**src/rtl/serial_negate_ctrl.sv**
```systemverilog
// serial_negate_ctrl: word-level sequencer around a bit-serial two's complement cell.
// A word is accepted in IDLE, then streamed LSB-first through the complement cell
// in SHIFT, one bit per cycle. The reassembled result is then presented in HOLD
// until the consumer takes it.
module serial_negate_ctrl #(
    parameter int unsigned WIDTH = 8
) (
    input  logic             t_clock,
    input  logic             r,
    input  logic             in_valid,
    output logic             in_ready,
    input  logic [WIDTH-1:0] in_data,
    output logic             out_valid,
    input  logic             out_ready,
    output logic [WIDTH-1:0] out_data,
    output logic             out_ovf,
    output logic             busy,
    output logic             ser_x,
    output logic             ser_y
);

    localparam int unsigned CNT_W = (WIDTH > 1) ? $clog2(WIDTH) : 1;
    localparam logic [CNT_W-1:0] LAST_BIT = CNT_W'(WIDTH - 1);

    typedef enum logic [1:0] {
        IDLE  = 2'd0,
        SHIFT = 2'd1,
        HOLD  = 2'd2
    } state_t;

    state_t             state_q;
    state_t             state_d;

    logic [WIDTH-1:0]   shift_q;
    logic [WIDTH-1:0]   result_q;
    logic [WIDTH-1:0]   data_q;
    logic [CNT_W-1:0]   count_q;
    logic               seen_q;
    logic               ovf_q;

    logic               cell_x;
    logic               cell_y;
    logic               accept;
    logic               last_bit;

    // Serial complement cell: pass bits through up to the first 1, invert afterwards.
    assign cell_x = shift_q[0];
    assign cell_y = cell_x ^ seen_q;

    // The presented result and flag hold across IDLE until the next word completes.
    assign out_data = data_q;
    assign out_ovf  = ovf_q;

    // State register.
    always_ff @(posedge t_clock or posedge r) begin
        if (r) begin
            state_q <= IDLE;
        end else begin
            state_q <= state_d;
        end
    end

    // Next-state logic and state-decoded outputs; outputs depend on registers only.
    always_comb begin
        state_d   = state_q;
        accept    = 1'b0;
        last_bit  = 1'b0;
        in_ready  = 1'b0;
        out_valid = 1'b0;
        busy      = 1'b0;
        ser_x     = 1'b0;
        ser_y     = 1'b0;
        case (state_q)
            IDLE: begin
                in_ready = 1'b1;
                if (in_valid) begin
                    accept  = 1'b1;
                    state_d = SHIFT;
                end
            end
            SHIFT: begin
                busy  = 1'b1;
                ser_x = cell_x;
                ser_y = cell_y;
                if (count_q == LAST_BIT) begin
                    last_bit = 1'b1;
                    state_d  = HOLD;
                end
            end
            HOLD: begin
                busy      = 1'b1;
                out_valid = 1'b1;
                if (out_ready) begin
                    state_d = IDLE;
                end
            end
            default: begin
                state_d = IDLE;
            end
        endcase
    end

    // Serial datapath: load on acceptance, one bit per SHIFT cycle, capture on the last bit.
    always_ff @(posedge t_clock or posedge r) begin
        if (r) begin
            shift_q  <= '0;
            result_q <= '0;
            data_q   <= '0;
            count_q  <= '0;
            seen_q   <= 1'b0;
            ovf_q    <= 1'b0;
        end else if (accept) begin
            shift_q  <= in_data;
            result_q <= '0;
            count_q  <= '0;
            seen_q   <= 1'b0;
        end else if (state_q == SHIFT) begin
            result_q <= {cell_y, result_q[WIDTH-1:1]};
            shift_q  <= {1'b0, shift_q[WIDTH-1:1]};
            seen_q   <= seen_q | cell_x;
            if (last_bit) begin
                // Only the most negative value reaches its MSB without having seen a 1.
                ovf_q  <= cell_x & ~seen_q;
                data_q <= {cell_y, result_q[WIDTH-1:1]};
            end else begin
                count_q <= count_q + CNT_W'(1);
            end
        end
    end

endmodule

```
**config.mk**
```make
export PLATFORM = sky130hd
export DESIGN_NAME = serial_negate_ctrl
export DESIGN_NICKNAME = d
export VERILOG_FILES = /design/src/rtl/serial_negate_ctrl.sv
export SDC_FILE = /design/constraint.sdc
export NUM_CORES = 1
export LEC_CHECK = 0
export ABC_AREA = 1
export CAP_MARGIN = 20
export CORE_AREA = 2 2 83 65
export CTS_BUF_LIST = sky130_fd_sc_hd__clkbuf_8 sky130_fd_sc_hd__clkbuf_16
export CTS_CLUSTER_DIAMETER = 100
export DETAILED_ROUTE_END_ITERATION = 7
export DIE_AREA = 0 0 85 67
export PLACE_DENSITY = 0.58
export SLEW_MARGIN = 20
export SYNTH_ARGS = -nofsm -noshare
export SYNTH_HDL_FRONTEND = slang
export SYNTH_SLANG_ARGS = --single-unit
```
**constraint.sdc**
```tcl
create_clock -name t_clock -period 1.4 [get_ports t_clock]
set_input_delay 0.14 -clock t_clock [delete_from_list [all_inputs] [get_ports t_clock]]
set_output_delay 0.14 -clock t_clock [all_outputs]
set_load 0.03 [all_outputs]
```
==> impl_results.md, run 1 <==
- Detailed Place HPWL: roughly 2.1 mm
- Slew Viols, Final: 0
- Period minus WS final: roughly 1.4 ns
- Max cap viols: 0
- Initial Util: 0.298
- R2R Path Start: count_q[0]
- Ys flop type: dfrtp_1
- Worst reg2reg path depth: 7
- P_sw: 1.42 mW
- DR DRC count: 0
- Sequential fraction of the synthesis area: 0.523
- DR vias: 1189
- Endpoints failing setup: 0
- Synth top area cells: dfrtp_1 (52%), nand2_1 (12%), nand3_1 (8.4%), ha_1 (7.8%), inv_1 (5.0%)
- Yosys warning count: 0
- P_leak: 1.06 nW
- DR pass1 iterations: 4
- End-of-flow core utilization: 0.434
- RSZ-0062 raised after global routing: true
- Die width: ~85 um
- Cells after Synth: 160
- Seq pwr share: 0.337
- CP Capture Type: output pin
- CTS tree: built
- First-pass GRT wire length: 5.10 mm
- Total negative setup slack: 0 ns
- Mean area per synthesized cell: 8.98 um^2
- Fill count: around 470
- Rows: 22
- DRT antenna net count: 0
- CTS buffer count: 5
- Reg clk slew, reported paths: approximately 0.070 ns
- Mapped cell area: around 0.0014 mm^2
- Number of global-route vias before repair: 1061
- Final hold vios: 0
- Total GRT Usage: 0.118
- Fraction of registers with async set/reset: 1.00
- Largest net degree at the start of global routing: 31
- Pwr Density: 1800 mW/mm^2
- PortBufs: 25
- Reg-to-reg endpoint: out_data[0]
- Clock group share of total power: 0.226
- Area leader, netlist: dfrtp_1
- Max-slew headroom: 0.744
- Max Freq: 722 MHz
- Clk sinks: 30
- Post-synth EDFFs: 0
- Ant. Diodes: 0
- Seq cells post-synth: 30
- Post-synth top cells: nand2_1 (47), dfrtp_1 (30), nand3_1 (24)
- Peak supply drop: 0.649 mV
- Tcrit/Tclk final: 0.990
- Sw frac: 0.378
- CP Max Fanout: 2
- Share of cells above drive strength 1: 0.293
- Critical Path AT: between 1 and 1.5 ns
- Status: completed
- Post-synth top area share: 0.523
- GPL Wtd Cong: between 0.7 and 0.8
- Int Power: approximately 2.3 mW
- Initial antenna violation count: 0
- Count leader, synth: nand2_1
- # nets final: roughly 230
- Req. time, crit path: 1.26 ns
- Die Footprint: around 0.0057 mm^2
- Clk Latency, worst-skew pair: roughly 0.28 ns
- # IOs: 26
- Synth-to-layout area growth: 45.4%
- DR WL/cell: about 12 um
- WL final: approximately 3.2 mm
- Iteration-0 DRC Markers: 52
- Setup slack, reg-to-reg: ~0.08 ns
- Syn_nets: between 150 and 200
- Worst Skew: 0.00560 ns
- Worst setup SP type: register
- Clock Path Buffers: 2
- Worst Max-Slew Pin Slew: 0.385 ns
- Comb pwr share: 0.437
- Cell variety after synth: 16
- Core box area: a little under 0.005 mm^2
- H-tree Lvls: 2
- CTS Root Cell: clkbuf_8
- Post-DR vias/cell: 4.49
- Crit Path Class: reg2out
- Die Y-Extent: between 60 and 70 um
- Grt ovf: 0
- Worst Hold Class: in2async
[flip-flops by register name, summed over array words and instances (netlist names)]
name,cells
out_ovf,1
count_q,3
out_data,8
result_q,7
seen_q,1
shift_q,8
state_q,2
[timing repair]
action | in CTS | in global routing
pin swaps | 0 | 2
setup buffers | 0 | 2
gates cloned | 0 | 1
setup endpoints to repair | 14 | 26
hold buffers | 0 | 0
resized for setup | 17 | 21
[worst max path at each step]
stage	slack [ns]	end	start
5_1_grt	-0.02	out_valid	state_q[1]
6_report	0.01	out_valid	state_q[1]
3_5_place_dp	0.03	count_q[2]	count_q[0]
2_1_floorplan	0.05	shift_q[0]	state_q[0]
4_1_cts	-0.05	ser_y	state_q[1]
3_3_place_gp	0.01	count_q[0]	count_q[0]
[power groups by stage]
stage,logic (mW),registers [mW],clock network (mW)
2_1_floorplan,0.878,1.25,0
3_3_place_gp,1.44,1.24,0
3_5_place_dp,1.44,1.24,0
4_1_cts,1.49,1.24,0.875
5_1_grt,1.82,1.29,0.916
6_report,1.64,1.26,0.848
[routing by layer]
metal / vias up / part of all wire / global-route usage
met4: 0 / 0.010 / 0.0476
met2: 32 / 0.44 / 0.166
met5: - / 0 / 0
li1: 599 / - / -
met1: 552 / 0.49 / 0.165
met3: 6 / 0.053 / 0.0372
[kinds of logic (layout without fill, tap and decap cells)]
| kind of cell | count (synthesis) | count (layout) | synth area share |
|---|---|---|---|
| AND/OR/NAND/NOR | 81 | 81 | 0.257 |
| flip-flops | 30 | 30 | 0.523 |
| buffers and inverters | 26 | 71 | 0.0775 |
| AO/OA/AOI/OAI | 14 | 14 | 0.0645 |
| adder cells (fa/ha/maj) | 9 | 9 | 0.0784 |
[critical path, stage by stage (launching register included)]
cell and delay (ns):
dfrtp_1 0.41, buf_4 0.14, buf_4 0.13, ha_4 0.15
buf_6 0.13
[through the flow]
stage | cell area (um^2) | hold WS (ns) | worst slack, ns | instances | total power, mW
2_1_floorplan | 1440 | 0.231 | 0.0461 | 160 | 2.13
4_1_cts | 1960 | 0.246 | -0.0498 | 263 | 3.60
3_5_place_dp | 1850 | 0.462 | 0.0262 | 255 | 2.69
5_1_grt | 2090 | 0.268 | -0.0226 | 265 | 4.02
6_report | 2090 | 0.232 | 0.0146 | 265 | 3.75
3_3_place_gp | 1850 | 0.455 | 0.00973 | 255 | 2.68
[layout by cell type, fill, tap and decap left out, types with 3 or more instances in the layout]
cell type,instances
dfrtp_1,29
nand2_4,3
o21ai_0,6
nand4_1,5
nand3_1,24
clkbuf_8,5
inv_2,5
buf_6,5
inv_1,13
ha_4,6
nand2_1,44
dlygate4sd2_1,9
clkinv_2,3
buf_4,15
clkdlybuf4s50_1,11
nand2_2,5
o21ai_2,6
[final cells by class]
type | count | area (um^2) | area share
Clock buffer | 5 | 68.8 | 0.0330
Clock inverter | 3 | 40.0 | 0.0192
Inverter | 21 | 85.1 | 0.0407
Multi-Input combinational cell | 104 | 664 | 0.318
Sequential cell | 30 | 752 | 0.360
Tap cell | 60 | 75.1 | 0.0359
Timing Repair Buffer | 42 | 403 | 0.193
(Power assumes the default switching activity.)
==> inputs of run 2 (changes only) <==
--- a/config.mk
+++ b/config.mk
@@ -7,12 +7,12 @@
 export LEC_CHECK = 0
 export ABC_AREA = 1
 export CAP_MARGIN = 20
-export CORE_AREA = 2 2 83 65
+export CORE_AREA = 2 2 65 51
 export CTS_BUF_LIST = sky130_fd_sc_hd__clkbuf_8 sky130_fd_sc_hd__clkbuf_16
 export CTS_CLUSTER_DIAMETER = 100
 export DETAILED_ROUTE_END_ITERATION = 7
-export DIE_AREA = 0 0 85 67
-export PLACE_DENSITY = 0.58
+export DIE_AREA = 0 0 67 53
+export PLACE_DENSITY = 0.84
 export SLEW_MARGIN = 20
 export SYNTH_ARGS = -nofsm -noshare
 export SYNTH_HDL_FRONTEND = slang
==> impl_results.md, run 2 (same netlist as run 1, synthesis figures left out) <==
- Status: complete, but fails checks
- Failing checks: negative setup slack
- # IOs: 26 (unchanged)
- Max cap viols: 0 (unchanged)
- Initial antenna violation count: 0 (unchanged)
- Die Y-Extent: 53 um (-21%)
- Endpoints failing setup: 2 (+2)
- Core box area: 0.00289 mm^2 (-40%)
- GPL Wtd Cong: 0.816 (+10%)
- Fill count: 225 (-53%)
- Clk sinks: 30 (unchanged)
- Slew Viols, Final: 0 (unchanged)
- Total GRT Usage: 0.203 (+0.0857)
- Initial Util: 0.497 (+0.198)
- RSZ-0062 raised after global routing: true
- Synth-to-layout area growth: 42.5%
- Clock Path Buffers: 2 (unchanged)
- Number of global-route vias before repair: 1213 (+14%)
- Pwr Density: 1810 mW/mm^2 (+0.80%)
- Req. time, crit path: 1.57 ns (+0.31 ns)
- Max Freq: 710 MHz (-1.7%)
- H-tree Lvls: 2 (unchanged)
- Critical Path AT: 1.58 ns (+0.33 ns)
- Worst Skew: 0.00709 ns (+0.00148 ns)
- Die width: 67 um (-21%)
- Peak supply drop: 1.14 mV (+75%)
- Rows: 17 (-23%)
- # nets final: 225 (unchanged)
- Ant. Diodes: 0 (unchanged)
- Crit Path Class: reg2reg
- Final hold vios: 0 (unchanged)
- Worst Max-Slew Pin Slew: 0.381 ns (-0.00409 ns)
- Tcrit/Tclk final: 1.01 (+0.0167)
- Grt ovf: 0 (unchanged)
- DR DRC count: 0 (unchanged)
- CP Capture Type: register
- Iteration-0 DRC Markers: 77 (+48%)
- DRT antenna net count: 0 (unchanged)
- Max-slew headroom: 0.746 (+0.00273)
- Area of the multi-input gates: 666 um^2 (+0.19%)
- CP Max Fanout: 8 (+6)
- Hold_ws: 0.230 ns (-0.00250 ns)
- WL final: 3.30 mm (+3.5%)
- Total negative setup slack: -0.0108 ns (-0.0108 ns)
- DR vias: 1222 (+2.8%)
- Commonest non-fill, non-tap cell in the layout: nand2_1
- Reg area: 752 um^2 (unchanged)
- Worst Hold Class: in2async
- Most frequent cells in the layout: nand2_1 (41), dfrtp_1 (29), nand3_1 (22), buf_4 (16), inv_1 (13)
- Share of cells above drive strength 1: 0.307 (+0.0146)
- Clk Latency, worst-skew pair: 0.29 ns (about the same)
- First-pass GRT wire length: 5.20 mm (+1.9%)
- CTS tree: built
- Post-DR vias/cell: 5.03 (+12%)
- Largest net degree at the start of global routing: 31 (unchanged)
- Setup ws final: -0.00883 ns (-0.0234 ns)
- Die Footprint: 0.00355 mm^2 (-38%)
- CTS Root Cell: clkbuf_8
- Worst setup SP type: register
- P_leak: 1.06 nW (-0.29%)
- PortBufs: 25 (unchanged)
- CTS buffer count: 5 (unchanged)
- DR pass1 iterations: 4 (unchanged)
- DR WL/cell: 13.6 um (+13%)
- Reg clk slew, reported paths: 0.07 ns (about the same)
- Detailed Place HPWL: 2.06 mm (-3.4%)
- Period minus WS final: 1.41 ns (+0.0234 ns)
==> run 2: cell types whose count changed in the layout (fill, tap and decap cells not counted), moves of 2 or more <==
cell	change
ha_1	+2
ha_4	-2
nand2_1	-3
nand2_2	+3
nand3_1	-2
nand3_2	+2
==> run 2: through the flow <==
step	setup slack [ns]	utilization	total power [mW]	cell area (um^2)	instances
2_1_floorplan	0.0461	-	2.13	1440	160
4_1_cts	-0.0395	0.647	3.35	1870	235
3_3_place_gp	0.0541	0.608	2.49	1760	225
6_report	-0.00883	0.708	3.70	2050	243
5_1_grt	-0.0891	0.708	3.95	2050	243
3_5_place_dp	-0.0293	0.608	2.57	1760	225
==> run 2: repair_timing <==
action	4_1_cts	5_1_grt
endpoints found under the setup margin	28	28
cloned	0	1
hold buffers	0	0
pin swaps	1	7
resized for setup	15	26
buffers inserted	2	7
==> run 2: final cells by class <==
class,count,area share
clock buffer,6,0.0403
sequential,30,0.367
timing repair buffer,42,0.195
multi-input combinational,104,0.325
tap,38,0.0232
clock inverter,2,0.00428
inverter,21,0.0446
==> run 2: routing by layer <==
| metal | vias up | GRT usage | share of wire |
|---|---|---|---|
| li1 | 595 | - | - |
| met1 | 583 | 0.236 | 0.43 |
| met2 | 36 | 0.343 | 0.51 |
| met3 | 8 | 0.0553 | 0.050 |
| met4 | 0 | 0.109 | 0.017 |
| met5 | - | 0 | 0 |
==> run 2: final timing paths <==
check | startpoint | end | cells after the start | slack, ns
worst max-delay path | state_q[1] | shift_q[1] | 7 | -0.009
worst min-delay path | r | result_q[6] | 3 | 0.23
min in group t_clock | in_data[7] | shift_q[7] | 3 | 0.39
worst max register to register | state_q[1] | shift_q[1] | 7 | -0.009
max in group asynchronous | r | state_q[0] | 3 | 0.87
worst min register to register | out_data[6] | out_data[6] | 2 | 0.47
==> run 2: power breakdown <==
group	internal (mW)	total [mW]	switching (mW)	leakage, nW
combinational	0.727	1.71	0.983	0.604
clock	0.389	0.723	0.335	0.0524
sequential	1.10	1.27	0.168	0.399
total	2.22	3.70	1.49	1.06
==> run 2: critical path, cell delays in order, from the launching register on <==
cell and delay (ns):
dfrtp_1 0.42, inv_4 0.12, ha_4 0.18, nand2_8 0.07
nand2_4 0.10, clkinvlp_4 0.19, nand2_1 0.13, nand3_1 0.07
==> inputs of run 3 (changes only) <==
--- a/config.mk
+++ b/config.mk
@@ -6,10 +6,10 @@
 export NUM_CORES = 1
 export LEC_CHECK = 0
 export ABC_AREA = 1
-export CAP_MARGIN = 20
+export CAP_MARGIN = 10
 export CORE_AREA = 2 2 65 51
 export CTS_BUF_LIST = sky130_fd_sc_hd__clkbuf_8 sky130_fd_sc_hd__clkbuf_16
-export CTS_CLUSTER_DIAMETER = 100
+export CTS_CLUSTER_DIAMETER = 150
 export DETAILED_ROUTE_END_ITERATION = 7
 export DIE_AREA = 0 0 67 53
 export PLACE_DENSITY = 0.84
==> results of run 3 <==
The final DEF is identical to that of run 2; final timing and power are the same.
